--- config.mk ---
export PLATFORM = sky130hd
export DESIGN_NAME = serdes_link_ctrl
export DESIGN_NICKNAME = d
export VERILOG_FILES = /design/src/rtl/serdes_link_pkg.sv /design/src/rtl/serdes_link_timer.sv /design/src/rtl/serdes_link_ctrl.sv
export SDC_FILE = /design/constraint.sdc
export NUM_CORES = 1
export LEC_CHECK = 0
export CAP_MARGIN = 20
export CORE_AREA = 2 2 58 66
export DETAILED_ROUTE_END_ITERATION = 8
export DIE_AREA = 0 0 60 68
export PLACE_DENSITY = 0.8
export SYNTH_ARGS = -nofsm -noshare
export SYNTH_HDL_FRONTEND = slang
export SYNTH_SLANG_ARGS = --single-unit
--- constraint.sdc ---
create_clock -name clk -period 3.31 [get_ports clk]
set_input_delay 0.993 -clock clk [delete_from_list [all_inputs] [get_ports clk]]
set_output_delay 0.993 -clock clk [all_outputs]
set_load 0.02 [all_outputs]
--- src/rtl/serdes_link_pkg.sv ---
// Shared types and constants for the SERDES link controller.
package serdes_link_pkg;

  typedef enum logic [1:0] {
    StIdle,
    StTrain,
    StWaitAlign,
    StLinkUp
  } state_e;

  localparam logic [7:0] K28_5 = 8'hBC;

endpackage

--- src/rtl/serdes_link_timer.sv ---
// Clearable saturating up-counter with a terminal-count flag against a runtime compare value.
module serdes_link_timer #(
  parameter int unsigned Width = 8
) (
  input  logic             clk_i,
  input  logic             rst_ni,
  input  logic             clr_i,
  input  logic             en_i,
  input  logic [Width-1:0] tc_val_i,
  output logic             tc_o
);

  logic [Width-1:0] cnt_d, cnt_q;

  always_comb begin
    cnt_d = cnt_q;
    if (clr_i) begin
      cnt_d = '0;
    end else if (en_i && (cnt_q != {Width{1'b1}})) begin
      cnt_d = cnt_q + Width'(1);
    end
  end

  always_ff @(posedge clk_i) begin
    if (!rst_ni) begin
      cnt_q <= '0;
    end else begin
      cnt_q <= cnt_d;
    end
  end

  assign tc_o = (cnt_q == tc_val_i);

endmodule

--- src/rtl/serdes_link_ctrl.sv ---
// SERDES link bring-up controller: K28.5 training, alignment wait, payload pass-through.
// Define SERDES_LINK_ERR_RETRAIN_EN to retrain once err_cnt reaches ERR_THRESH in LINK_UP.
module serdes_link_ctrl
  import serdes_link_pkg::*;
#(
  parameter int unsigned TRAIN_MIN     = 16,
  parameter int unsigned ALIGN_TIMEOUT = 1024,
  parameter int unsigned ERR_THRESH    = 4
) (
  input  logic       clk,
  input  logic       rst_n,
  input  logic       enable,
  input  logic       bit_align_done,
  input  logic       rx_error,
  input  logic       payload_valid,
  input  logic [7:0] payload_data,
  output logic       payload_ready,
  output logic       tx_enable,
  output logic [7:0] tx_data,
  output logic       tx_k_char,
  output logic       link_up,
  output logic       link_fail,
  output logic [7:0] err_cnt
);

  localparam int unsigned TmrMax = (TRAIN_MIN > ALIGN_TIMEOUT) ? TRAIN_MIN : ALIGN_TIMEOUT;
  localparam int unsigned TmrW   = $clog2(TmrMax + 1);
  localparam logic [TmrW-1:0] TrainTc   = TmrW'((TRAIN_MIN > 0) ? TRAIN_MIN - 1 : 0);
  localparam logic [TmrW-1:0] TimeoutTc = TmrW'((ALIGN_TIMEOUT > 0) ? ALIGN_TIMEOUT - 1 : 0);

`ifdef SERDES_LINK_ERR_RETRAIN_EN
  localparam bit RetrainEn = 1'b1;
`else
  localparam bit RetrainEn = 1'b0;
`endif

  state_e     state_d, state_q;
  logic       tx_enable_d, tx_enable_q;
  logic [7:0] tx_data_d, tx_data_q;
  logic       tx_k_char_d, tx_k_char_q;
  logic       link_up_d, link_up_q;
  logic       link_fail_d, link_fail_q;
  logic [7:0] err_cnt_d, err_cnt_q;

  logic            tmr_tc;
  logic [TmrW-1:0] tmr_tc_val;
  logic [7:0]      err_inc;
  logic            err_hit;
  logic            accept;

  assign tmr_tc_val = (state_q == StTrain) ? TrainTc : TimeoutTc;

  serdes_link_timer #(
    .Width (TmrW)
  ) u_timer (
    .clk_i    (clk),
    .rst_ni   (rst_n),
    .clr_i    (state_d != state_q),
    .en_i     ((state_q == StTrain) || (state_q == StWaitAlign)),
    .tc_val_i (tmr_tc_val),
    .tc_o     (tmr_tc)
  );

  assign err_inc = err_cnt_q + {7'd0, (rx_error && (err_cnt_q != 8'hFF))};
  assign err_hit = RetrainEn && ({24'd0, err_inc} >= ERR_THRESH);
  // A byte offered in the cycle that leaves LINK_UP is dropped, like one cut off by reset.
  assign accept  = (state_q == StLinkUp) && payload_valid;

  always_comb begin
    state_d     = state_q;
    link_fail_d = 1'b0;
    if (!enable) begin
      state_d = StIdle;
    end else begin
      unique case (state_q)
        StIdle:  state_d = StTrain;
        StTrain: if (tmr_tc) state_d = StWaitAlign;
        StWaitAlign: begin
          if (bit_align_done) begin
            state_d = StLinkUp;
          end else if (tmr_tc) begin
            state_d     = StTrain;
            link_fail_d = 1'b1;
          end
        end
        StLinkUp: if (!bit_align_done || err_hit) state_d = StTrain;
        default:  state_d = StIdle;
      endcase
    end

    err_cnt_d = err_cnt_q;
    if (!enable) begin
      err_cnt_d = '0;
    end else if ((state_d == StLinkUp) && (state_q != StLinkUp)) begin
      err_cnt_d = '0;
    end else if (state_q == StLinkUp) begin
      err_cnt_d = err_inc;
    end

    // Outputs are computed from the next state so they line up with it once registered.
    tx_enable_d = (state_d != StIdle);
    link_up_d   = (state_d == StLinkUp);
    tx_data_d   = '0;
    tx_k_char_d = 1'b0;
    unique case (state_d)
      StTrain, StWaitAlign: begin
        tx_data_d   = K28_5;
        tx_k_char_d = 1'b1;
      end
      StLinkUp: begin
        if (accept) begin
          tx_data_d = payload_data;
        end else begin
          tx_data_d   = K28_5;
          tx_k_char_d = 1'b1;
        end
      end
      default: ;
    endcase
  end

  always_ff @(posedge clk) begin
    if (!rst_n) begin
      state_q     <= StIdle;
      tx_enable_q <= 1'b0;
      tx_data_q   <= '0;
      tx_k_char_q <= 1'b0;
      link_up_q   <= 1'b0;
      link_fail_q <= 1'b0;
      err_cnt_q   <= '0;
    end else begin
      state_q     <= state_d;
      tx_enable_q <= tx_enable_d;
      tx_data_q   <= tx_data_d;
      tx_k_char_q <= tx_k_char_d;
      link_up_q   <= link_up_d;
      link_fail_q <= link_fail_d;
      err_cnt_q   <= err_cnt_d;
    end
  end

  assign payload_ready = link_up_q;
  assign tx_enable     = tx_enable_q;
  assign tx_data       = tx_data_q;
  assign tx_k_char     = tx_k_char_q;
  assign link_up       = link_up_q;
  assign link_fail     = link_fail_q;
  assign err_cnt       = err_cnt_q;

endmodule
---- Word level (Yosys, flattened, before mapping) ----
Cells that the tools add are included.
Widths: inputs -> output; s select.
word-level totals
  register bits after elaboration ......... 33
  input port bits ......................... 14
  output and inout port bits .............. 21
  logic and storage cells ................. 47
operators by class
  $add $sub $neg .......................... 2
  equal/unequal tests ..................... 11
  multiplexer cells ....................... 12
  bitwise operators ....................... 3
  reduce and logical (&&, ||, !) cells .... 11
operators by type and width
  cell                   count
  $pmux 8 s2             1
  $add 11x1->11 const B  1
  $eq 11x10->1           1
  $ne 11x11->1 const B   1
  $mux 10                1
  $mux 2                 5
  $add 8x1->8            1
  $eq 2x2->1 const B     4
  $mux 8                 1
  $ne 8x8->1 const B     1
  $pmux 2 s4             1
  $eq 2x1->1 const B     2
  $logic_and 1x1->1      4
  $reduce_or 2->1        2
  $reduce_or 4->1        1
  $not 1->1              3
  $reduce_or 3->1        1
  $logic_not 2->1        1
  $mux 1                 2
  $ne 2x2->1             1
  $ne 2x2->1 const B     1
  $pmux 1 s2             1
  $reduce_bool 2->1      1
  $logic_or 1x1->1       1

---- Logic depth before layout (Yosys ltp) ----
Gate-level depths: netlist (run 1).
  depth in word-level cells ............... 10
  mapped depth ............................ 13
  gate-level depth less buffers ........... 12

---- By module ----
From an unflattened synthesis (run 1), not the netlist that was laid out.
unflattened totals
  cells, all modules ...................... 214
  area, all modules ....................... 1874.3 µm²
by module, submodules not included
  module             instances  cells an instance  area an instance (µm²)  seq. area each (µm²)
  serdes_link_ctrl   1          120                1044.8                  440.4
  serdes_link_timer  1          94                 829.5                   220.2

---- Least setup slack after synthesis (run 1) ----
Ideal clock, no wire load.
  path type ............................... flip-flop to flip-flop
  from .................................... register state_q[1]
  to ...................................... register tx_data_q[2], in the netlist tx_data[2]
  setup time .............................. 0.120 ns
  arrival time ............................ 2.696 ns
  setup slack ............................. 0.494 ns
  cell stages (with the launch flop) ...... 13
  period minus slack after synthesis ...... 2.816 ns
  cells stage by stage .................... dfxtp_1 -> clkbuf_1 -> inv_1 -> ha_1 -> or4b_4 -> nor4_4 -> o21ai_2 -> a311o_1 -> and2_1 -> ha_1 -> a21o_1 -> nand2_1 -> nand2_1
RTL lines
  what                    RTL line                                        source
  from (decl)             serdes_link_ctrl.sv:37                          state_e state_d, state_q;
  from (signal assigned)  serdes_link_ctrl.sv:124                         state_q <= StIdle;
  from (signal assigned)  serdes_link_ctrl.sv:132                         state_q <= state_d;
  $eq 2x1->1              serdes_link_ctrl.sv:51, serdes_link_ctrl.sv:75
  $mux 10                 serdes_link_ctrl.sv:51                          assign tmr_tc_val = (state_q == StTrain) ? TrainTc : TimeoutTc;
  $eq 11x10->1            serdes_link_timer.sv:32                         assign tc_o = (cnt_q == tc_val_i);
  $mux 2                  serdes_link_ctrl.sv:81                          end else if (tmr_tc) begin
  $mux 2                  serdes_link_ctrl.sv:79                          if (bit_align_done) begin
  $pmux 2 s4 *            serdes_link_ctrl.sv:75                          unique case (state_q)
  $mux 2 *                serdes_link_ctrl.sv:72                          if (!enable) begin
  net state_d[1]          serdes_link_ctrl.sv:37
  $eq 2x2->1 *            -
  net link_up_d           serdes_link_ctrl.sv:41                          logic link_up_d, link_up_q;
  $pmux 8 s2 *            serdes_link_ctrl.sv:105                         unique case (state_d)
  to (signal assigned)    serdes_link_ctrl.sv:134                         tx_data_q <= tx_data_d;
  to (decl)               serdes_link_ctrl.sv:39                          logic [7:0] tx_data_d, tx_data_q;
The timed path passes the listed nets; every way through them passes the cells marked *.
A chain may end at the register's enable or synchronous reset.

---- Worst setup path in the final report (run 1) ----
  from .................................... register state_q[0]
  to ...................................... register err_cnt_q[7], in the netlist err_cnt[7]
on the way
  word-level cells in the longest chain between the ends .. 10
RTL lines
  what                                RTL line                                        source
  $eq 2x1->1                          serdes_link_ctrl.sv:51, serdes_link_ctrl.sv:75
  $mux 10                             serdes_link_ctrl.sv:51
  $eq 11x10->1                        serdes_link_timer.sv:32
  $mux 2                              serdes_link_ctrl.sv:81
  $mux 2                              serdes_link_ctrl.sv:79
  $pmux 2 s4 *                        serdes_link_ctrl.sv:75
  $mux 2 *                            serdes_link_ctrl.sv:72
  net state_d[1]                      serdes_link_ctrl.sv:37
  $eq 2x2->1 *                        -
  net link_up_d                       serdes_link_ctrl.sv:41
  $logic_and 1x1->1 *                 serdes_link_ctrl.sv:94                          end else if ((state_d == StLinkUp) && (state_q != StLinkUp)) begin
  $reduce_or 3->1 (no source line) *  -
  to (signal assigned)                serdes_link_ctrl.sv:138                         err_cnt_q <= err_cnt_d;
  to (decl)                           serdes_link_ctrl.sv:43                          logic [7:0] err_cnt_d, err_cnt_q;
Marks and branches as above.

==> flow_summary_export.csv, run 1 <==
group,metric,value,unit
cts,numClockSinks,33,
setup_path,critical_path.max_fanout,9,
route,route.layer.met1.wl,1640,um
run_status,outcome,"complete, no violations",
cts,maximum_root_to_sink_buffer_count,2,
power_and_ir_drop,power-per-cell-area,358,nW/um^2
hold_path,holdPathEnd,"err_cnt[5]",
sta,worst_slew_margin_rel,38.6,%
layout,final_area,2140,um^2
cts,clkSlewWorstSetupHoldPaths,60,ps
setup_path,worst-endpoint-required,3520,ps
global_routing,first_global_vias,1400,
global_routing,grt-ovfl-total,0,
layout,diodes,0,
route,number_of_optimization_iterations_in_the_first_detailed_route_pass,4,
hold_path,hold_path_depth,2,
route,post-route-drc-count,0,
sta,report.final.setup_viol,0,
setup_path,worst_path_max_delay_cell,"sky130_fd_sc_hd__dfxtp_1",
setup_path,timing.rr.start,"state_q[0]",
floorplanning,core-area,3480,um^2
synth,synth_xor_area_share,4.24,%
route,antenna_left,0,
sta,worst_pin_slew,922,ps
setup_path,critical-path-max-stage-delay,540,ps
cts,worstSkewPairLatency,280,ps
setup_path,critical_path.reg2reg.endpoint,"err_cnt[7]",
sta,rsz0062_at_grt,"no",
layout,syn2layout_area_growth,29.3,%
placement,place_hpwl,2620,um
placement,place_congestion,0.971,
synth,syn_area,1650,um^2
cts,cts_hold_buffers,0,
setup_path,setup.reg_to_reg.worst_slack,190,ps
route,met2RoutedLength,1710,um
sta,setup_tns,0,ps
global_routing,maximum_number_of_pins_on_one_net_before_global_route_repair,12,
global_routing,gr-usage-all-layers,18.7,%
floorplanning,core.rowCount,23,
cts,clock_tree.htree_level_count,2,
route,detailroute.via_count,1534,
route,topRoutingLayerUsed,"met4",
hold_path,hold_path.class,"reg -> reg",
layout,nFillCells,317,
power_and_ir_drop,total_power,0.765,mW
synth,ys_seq_area_share,39.9,%
setup_path,critical_path_class,"reg -> reg",
setup_path,critPathArrivalTime,3320,ps
synth,synth_compound_area_share,15.1,%
sta,timing.final.crit_share,94.1,%
floorplanning,die_h,68,um
synth,mappedNetlistNets,216,
job,cap_viol_max_count,0,
synth,combinational_family_with_the_most_area_after_synthesis,"simple AND/OR/NAND/NOR gates",
synth,post_synth_fa_ha_maj_area_fraction,7.56,%
route,wl_met3,185,um
route,wl,3620,um
floorplanning,starting_density,47.5,%
layout,layout.cells.non_filler,281,
layout,layout.nets,254,
sta,timing_max_transition_violations_final,0,
hold_path,holdCritStartpoint,"err_cnt[5]",
floorplanning,fp.dieArea,4080,um^2
power_and_ir_drop,p_leak,0.793,nW
placement,dpl-instance-area,2050,um^2
route,route.detailed.wl_per_inst,12.9,um
setup_path,timing.critical_path.from_type,"flip-flop",
synth,synth.lib_cells_used.distinct,40,
synth,synth_simple_gate_area_share,27.7,%
sta,hold_viol_final,0,
setup_path,timing.reg2reg.worst_path_depth,9,
placement,placed_cells_incl_taps,273,
synth,synth_seq_cells,33,
power_and_ir_drop,ir_worst_vdd,0.281,mV
global_routing,initial_antenna_violation_count,0,
layout,drive_above_1_share,6.93,%
cts,cts_inserted_buffers,5,
sta,fin_crit,3120,ps
setup_path,timing.critical_path.to_type,"flip-flop",
global_routing,grt_first_pass_wirelength,5820,um
sta,worst_clock_skew,2.67,ps
synth,synth_warnings,0,
route,first_iter_violations,31,
synth,synth_area_per_cell,8.62,um^2
floorplanning,io_count,35,
setup_path,worstPathCellList,"ha_2 > or4b_4 > nor4_4 > o21ai_2 > a311o_1 > and2_1 > ha_1 > a21o_1 > a21oi_1",
sta,fmax,0.321,GHz
route,vias_per_cell,5.46,
floorplanning,chipWidth,60,um
synth,fraction_of_synthesized_area_in_multiplexers,2.42,%
cts,clock_root_cell,"sky130_fd_sc_hd__clkbuf_8",
synth,synthCells,192,
cts,cts_tree,"built",
placement,portBuffers,34,
power by group:
part | total, mW | leakage (nW) | switching [mW] | internal, mW
registers | 0.408 | 0.267 | 0.00530 | 0.403
clock network | 0.285 | 0.0450 | 0.139 | 0.145
logic | 0.0715 | 0.481 | 0.0344 | 0.0371
total | 0.765 | 0.793 | 0.179 | 0.586
logic make-up after synthesis:
kind of cell               count (synthesis)
buffers and inverters                     12
adders and majority gates                 10
AOI/OAI and AO/OA                         34
DFF                                       33
muxes                                      4
xor gates and xnor gates                   8
and+or+nand+nor                           91
stage by stage:
stage,hold WS (ps),utilization (%),setup WS [ps]
after floorplan,494,-,494
after global placement,484,58.8,237
final,503,61.4,194
after global routing,545,61.4,0.528
after CTS,504,61.2,197
after detailed placement,498,58.8,229
repair_timing:
| action | CTS | global route |
|---|---|---|
| gates resized for setup | 0 | 2 |
| setup buffers | 0 | 0 |
| setup endpoints to repair | 0 | 14 |
placed cells by master, fill, tap and decap left out, drive strengths merged, types with 4 or more instances in the layout:
master | netlist | routed
a21o | 4 | 4
a21oi | 6 | 6
clkbuf | 2 | 6
clkdlybuf4s50 | 0 | 34
dfxtp | 33 | 33
ha | 10 | 10
inv | 7 | 7
mux2i | 4 | 4
nand2 | 29 | 29
nand3 | 8 | 8
nand4 | 6 | 6
nor2 | 14 | 14
nor3 | 16 | 16
nor4 | 4 | 4
o21ai | 6 | 6
xor2 | 5 | 5
worst max-delay path: cells and delay by family, from the launching register on:
family | cells | cell delay, ps
AO/OA/AOI/OAI | 4 | 1010
AND/OR/NAND/NOR | 3 | 920
flip-flops | 1 | 540
adder cells (fa/ha/maj) | 2 | 560
worst max path at each step:
| stage | from | endpoint | depth (start not counted) |
|---|---|---|---|
| detailed placement | state_q[0] | tx_data[3] | 10 |
| floorplan | state_q[1] | tx_data[2] | 12 |
| global route | state_q[0] | tx_data[3] | 10 |
| global placement | state_q[0] | tx_data[5] | 10 |
| finish | state_q[0] | err_cnt[7] | 9 |
| CTS | state_q[0] | tx_data[3] | 10 |
synth_stat cells (all sizes together):
library cell / count / area (um^2)
a2111oi: 1 / 8.76
a21bo: 1 / 10.0
a21boi: 1 / 7.51
a21o: 4 / 30.0
a21oi: 6 / 30.0
a311o: 1 / 10.0
a311oi: 2 / 17.5
a41oi: 1 / 8.76
and2: 3 / 18.8
and3: 3 / 18.8
buf: 3 / 17.5
clkbuf: 2 / 7.51
dfxtp: 33 / 661
ha: 10 / 125
inv: 7 / 26.3
mux2i: 4 / 40.0
nand2: 29 / 109
nand2b: 1 / 6.26
nand3: 8 / 40.0
nand4: 6 / 37.5
nor2: 14 / 52.6
nor2b: 2 / 12.5
nor3: 16 / 80.1
nor4: 4 / 40.0
nor4bb: 1 / 10.0
o211ai: 3 / 22.5
o21a: 2 / 15.0
o21ai: 6 / 33.8
o22ai: 2 / 12.5
o311a: 1 / 10.0
o31ai: 1 / 7.51
o32ai: 1 / 8.76
o41ai: 1 / 16.3
or3: 3 / 18.8
or4b: 1 / 13.8
xnor2: 3 / 26.3
xor2: 5 / 43.8
layout make-up:
cell class,instances,area [um^2],area share [%]
Sequential cell,33,661,30.9
Clock inverter,2,10.0,0.468
Timing Repair Buffer,36,355,16.6
Multi-Input combinational cell,147,951,44.5
Tap cell,50,62.6,2.93
Clock buffer,6,72.6,3.39
Inverter,7,26.3,1.23
flip-flops by register name (all words and copies together) (netlist names):
signal / cells
tx_data: 8
state_q: 2
link_fail: 1
link_up: 1
u_timer.cnt_q: 11
tx_k_char: 1
tx_enable: 1
err_cnt: 8
metal layers:
layer  vias up  global-route usage [%]
met1       712                    21.1
met3        10                    5.29
met2        47                    31.9
met5         -                       0
li1        765                       -
met4         0                    9.44
Note: power is estimated with default switching activity, not from simulation.
==> inputs of run 2 (changes only) <==
- HOLD_SLACK_MARGIN: default -> 0.08
==> results of run 2 <==
The final DEF is identical to that of run 1; final timing and power are the same.
==> inputs of run 3 (changes only) <==
- ABC_AREA: default -> 1
==> flow_summary_export.csv, run 3 <==
group,metric,value,unit
global_routing,grt-ovfl-total,0,
setup_path,worst_path_max_delay_cell,"sky130_fd_sc_hd__clkdlybuf4s50_1",
sta,worst_pin_slew,471,ps
floorplanning,fp.dieArea,4080,um^2
synth,edff_count_synth,0,
route,vias_per_cell,4.49,
sta,timing.final.crit_share,79.3,%
synth,synthCells,222,
run_status,outcome,"complete, no violations",
setup_path,timing.critical_path.max_delay_family,"buffers and inverters",
floorplanning,io_count,35,
placement,dpl_worst_slack,367,ps
route,number_of_optimization_iterations_in_the_first_detailed_route_pass,4,
synth,synth_seq_cells,33,
synth,post-synth-top-count-cell,"sky130_fd_sc_hd__nand2_1",
setup_path,critical_path.max_fanout,6,
global_routing,maximum_number_of_pins_on_one_net_before_global_route_repair,12,
setup_path,timing.critical_path.to_type,"flip-flop",
route,detailroute.via_count,1404,
layout,syn2layout_area_growth,29.2,%
setup_path,worst-endpoint-required,3520,ps
synth,synth_largest_type_area_fraction,40.3,%
synth,synth.lib_cells_used.distinct,26,
layout,drive_above_1_share,14.1,%
floorplanning,core.rowCount,23,
layout,final_area,2120,um^2
global_routing,gr-usage-all-layers,15.9,%
setup_path,critPathArrivalTime,2830,ps
layout,largest_register,"u_timer.cnt_q",
synth,synth_warnings,0,
route,first_iter_violations,59,
setup_path,timing.critical_path.from_type,"input pin",
route,antenna_left,0,
power_and_ir_drop,p_int,0.576,mW
setup_path,worstPathCellList,"clkdlybuf4s50_1 > inv_1 > nor3_1 > o21ai_1 > nand2_2 > nand2_4 > inv_1 > ha_1 > a21oi_1 > inv_1 > nor3_1",
floorplanning,starting_density,47.1,%
cts,cts_inserted_buffers,5,
placement,place_hpwl,2230,um
sta,worst_clock_skew,2.73,ps
synth,mappedNetlistNets,246,
sta,fmax,0.381,GHz
setup_path,critical-path-max-stage-delay,410,ps
layout,final_cell_mix,"sky130_fd_sc_hd__nand2_1, sky130_fd_sc_hd__clkdlybuf4s50_1, sky130_fd_sc_hd__dfxtp_1, sky130_fd_sc_hd__inv_1, sky130_fd_sc_hd__nor2_1",
placement,dpl-instance-area,2030,um^2
synth,syn_area,1640,um^2
global_routing,grt_first_pass_wirelength,4860,um
power_and_ir_drop,p_leak,0.874,nW
cts,numClockSinks,33,
synth,synth_area_per_cell,7.38,um^2
sta,report.final.setup_viol,0,
sta,fin_crit,2630,ps
layout,nFillCells,315,
floorplanning,die_h,68,um
cts,clock_root_cell,"sky130_fd_sc_hd__clkbuf_8",
sta,timing_max_transition_violations_final,0,
cts,cts_resized,0,
synth,netlist_top_cells_area,"sky130_fd_sc_hd__dfxtp_1, sky130_fd_sc_hd__nand2_1, sky130_fd_sc_hd__ha_1",
synth,postSynth.asyncResetShare,0,%
sta,rsz0062_at_grt,"no",
cts,worstSkewPairLatency,280,ps
layout,largest_register_ffs,11,
power_and_ir_drop,share_clk_of_total_power,38.4,%
sta,setup_tns,0,ps
power_and_ir_drop,power-per-cell-area,357,nW/um^2
synth,ys_seq_area_share,40.3,%
cts,post_cts_buffers,0,
power_and_ir_drop,share_seq_of_total_power,53.5,%
layout,diodes,0,
sta,hold_viol_final,0,
sta,fin_ws,685,ps
floorplanning,core-area,3480,um^2
setup_path,path_common_cell,"sky130_fd_sc_hd__inv_1",
route,route.detailed.wl_per_inst,9.25,um
job,cap_viol_max_count,0,
power_and_ir_drop,p_comb_share,8.0,%
cts,clkSlewWorstSetupHoldPaths,60,ps
cts,cts_hold_buffers,0,
setup_path,critical_path_class,"in -> reg",
power_and_ir_drop,ir_worst_vdd,0.235,mV
layout,layout.nets,286,
power_and_ir_drop,total_power,0.755,mW
synth,synth_common_cells,"sky130_fd_sc_hd__nand2_1, sky130_fd_sc_hd__dfxtp_1, sky130_fd_sc_hd__inv_1, sky130_fd_sc_hd__nor2_1, sky130_fd_sc_hd__nor2_2",
power_and_ir_drop,power.switching,0.179,mW
sta,worst_slew_margin_rel,68.6,%
power_and_ir_drop,netSwitchingFraction,23.7,%
route,wl,2900,um
global_routing,first_global_vias,1196,
cts,maximum_root_to_sink_buffer_count,2,
cts,cts_tree,"built",
synth,ys_flop_type,"sky130_fd_sc_hd__dfxtp_1",
placement,portBuffers,34,
route,post-route-drc-count,0,
layout,final_common_cell,"sky130_fd_sc_hd__nand2_1",
hold_path,hold_path.class,"reg -> reg",
synth,netlist.top_cell.by_area,"sky130_fd_sc_hd__dfxtp_1",
floorplanning,chipWidth,60,um
cts,clock_tree.htree_level_count,2,
global_routing,initial_antenna_violation_count,0,
sta,hold_slack,483,ps
setup_path,worstPathBufferInverterCount,4,
placement,place_congestion,0.828,
## run 3: cell count changes in the layout (fill, tap and decap cells not counted), sizes merged, moves of 4 or more
cell / change
nand4: -4
mux2i: -4
a21oi: +4
nor2: +25
nor4: -4
nand2: +37
inv: +26
a21o: -4
nor3: -12
## run 3: worst paths after layout
kind / start / to / slack [ps] / cells past startpoint
max: bit_align_done / err_cnt[5] / 680 / 11
min: err_cnt[7] / err_cnt[7] / 480 / 2
max reg2reg: state_q[1] / err_cnt[5] / 720 / 14
min reg2reg: err_cnt[7] / err_cnt[7] / 480 / 2
## run 3: area by class of cell
type / count / area (um^2) / area share, %
multi-input cells: 154 / 836 / 39.5
inverters: 33 / 124 / 5.85
repair buffers: 35 / 348 / 16.4
flip-flops and latches: 33 / 661 / 31.2
well taps: 50 / 62.6 / 2.96
clock inverters: 3 / 17.5 / 0.827
clock buffers: 5 / 68.8 / 3.25
## run 3: metal layers
metal,up-vias,track usage (%),part of all wire (%)
met5,-,0,0
met1,620,17.8,44
met2,26,26.6,51
met3,4,5.67,3.9
met4,0,7.50,0.86
li1,754,-,-
## run 3: through the flow
step / std cells / utilization [%]
finish: 313 / 60.8
global route: 313 / 60.8
CTS: 313 / 60.8
detailed placement: 305 / 58.3
global placement: 305 / 58.3
floorplan: 222 / -
## run 3: power by group through the flow
stage / Combinational, mW / Clock, mW / Sequential, mW
floorplan: 0.0297 / 0 / 0.418
global placement: 0.0601 / 0 / 0.413
detailed placement: 0.0605 / 0 / 0.414
CTS: 0.0609 / 0.305 / 0.405
global route: 0.0679 / 0.322 / 0.405
finish: 0.0605 / 0.290 / 0.405
## run 3: tightest hold or removal path, cell delays in order, from the launching register on
cell and delay, ps:
sky130_fd_sc_hd__dfxtp_1 320, sky130_fd_sc_hd__inv_1 60, sky130_fd_sc_hd__a21oi_1 50
## run 3: kinds of logic after synthesis
group / Yosys count / share of synthesized area, %
simple gates: 120 / 33.8
buf+inv: 35 / 8.70
flops: 33 / 40.3
compound gates: 17 / 5.80
fa+ha+maj: 10 / 7.63
xor+xnor: 7 / 3.74
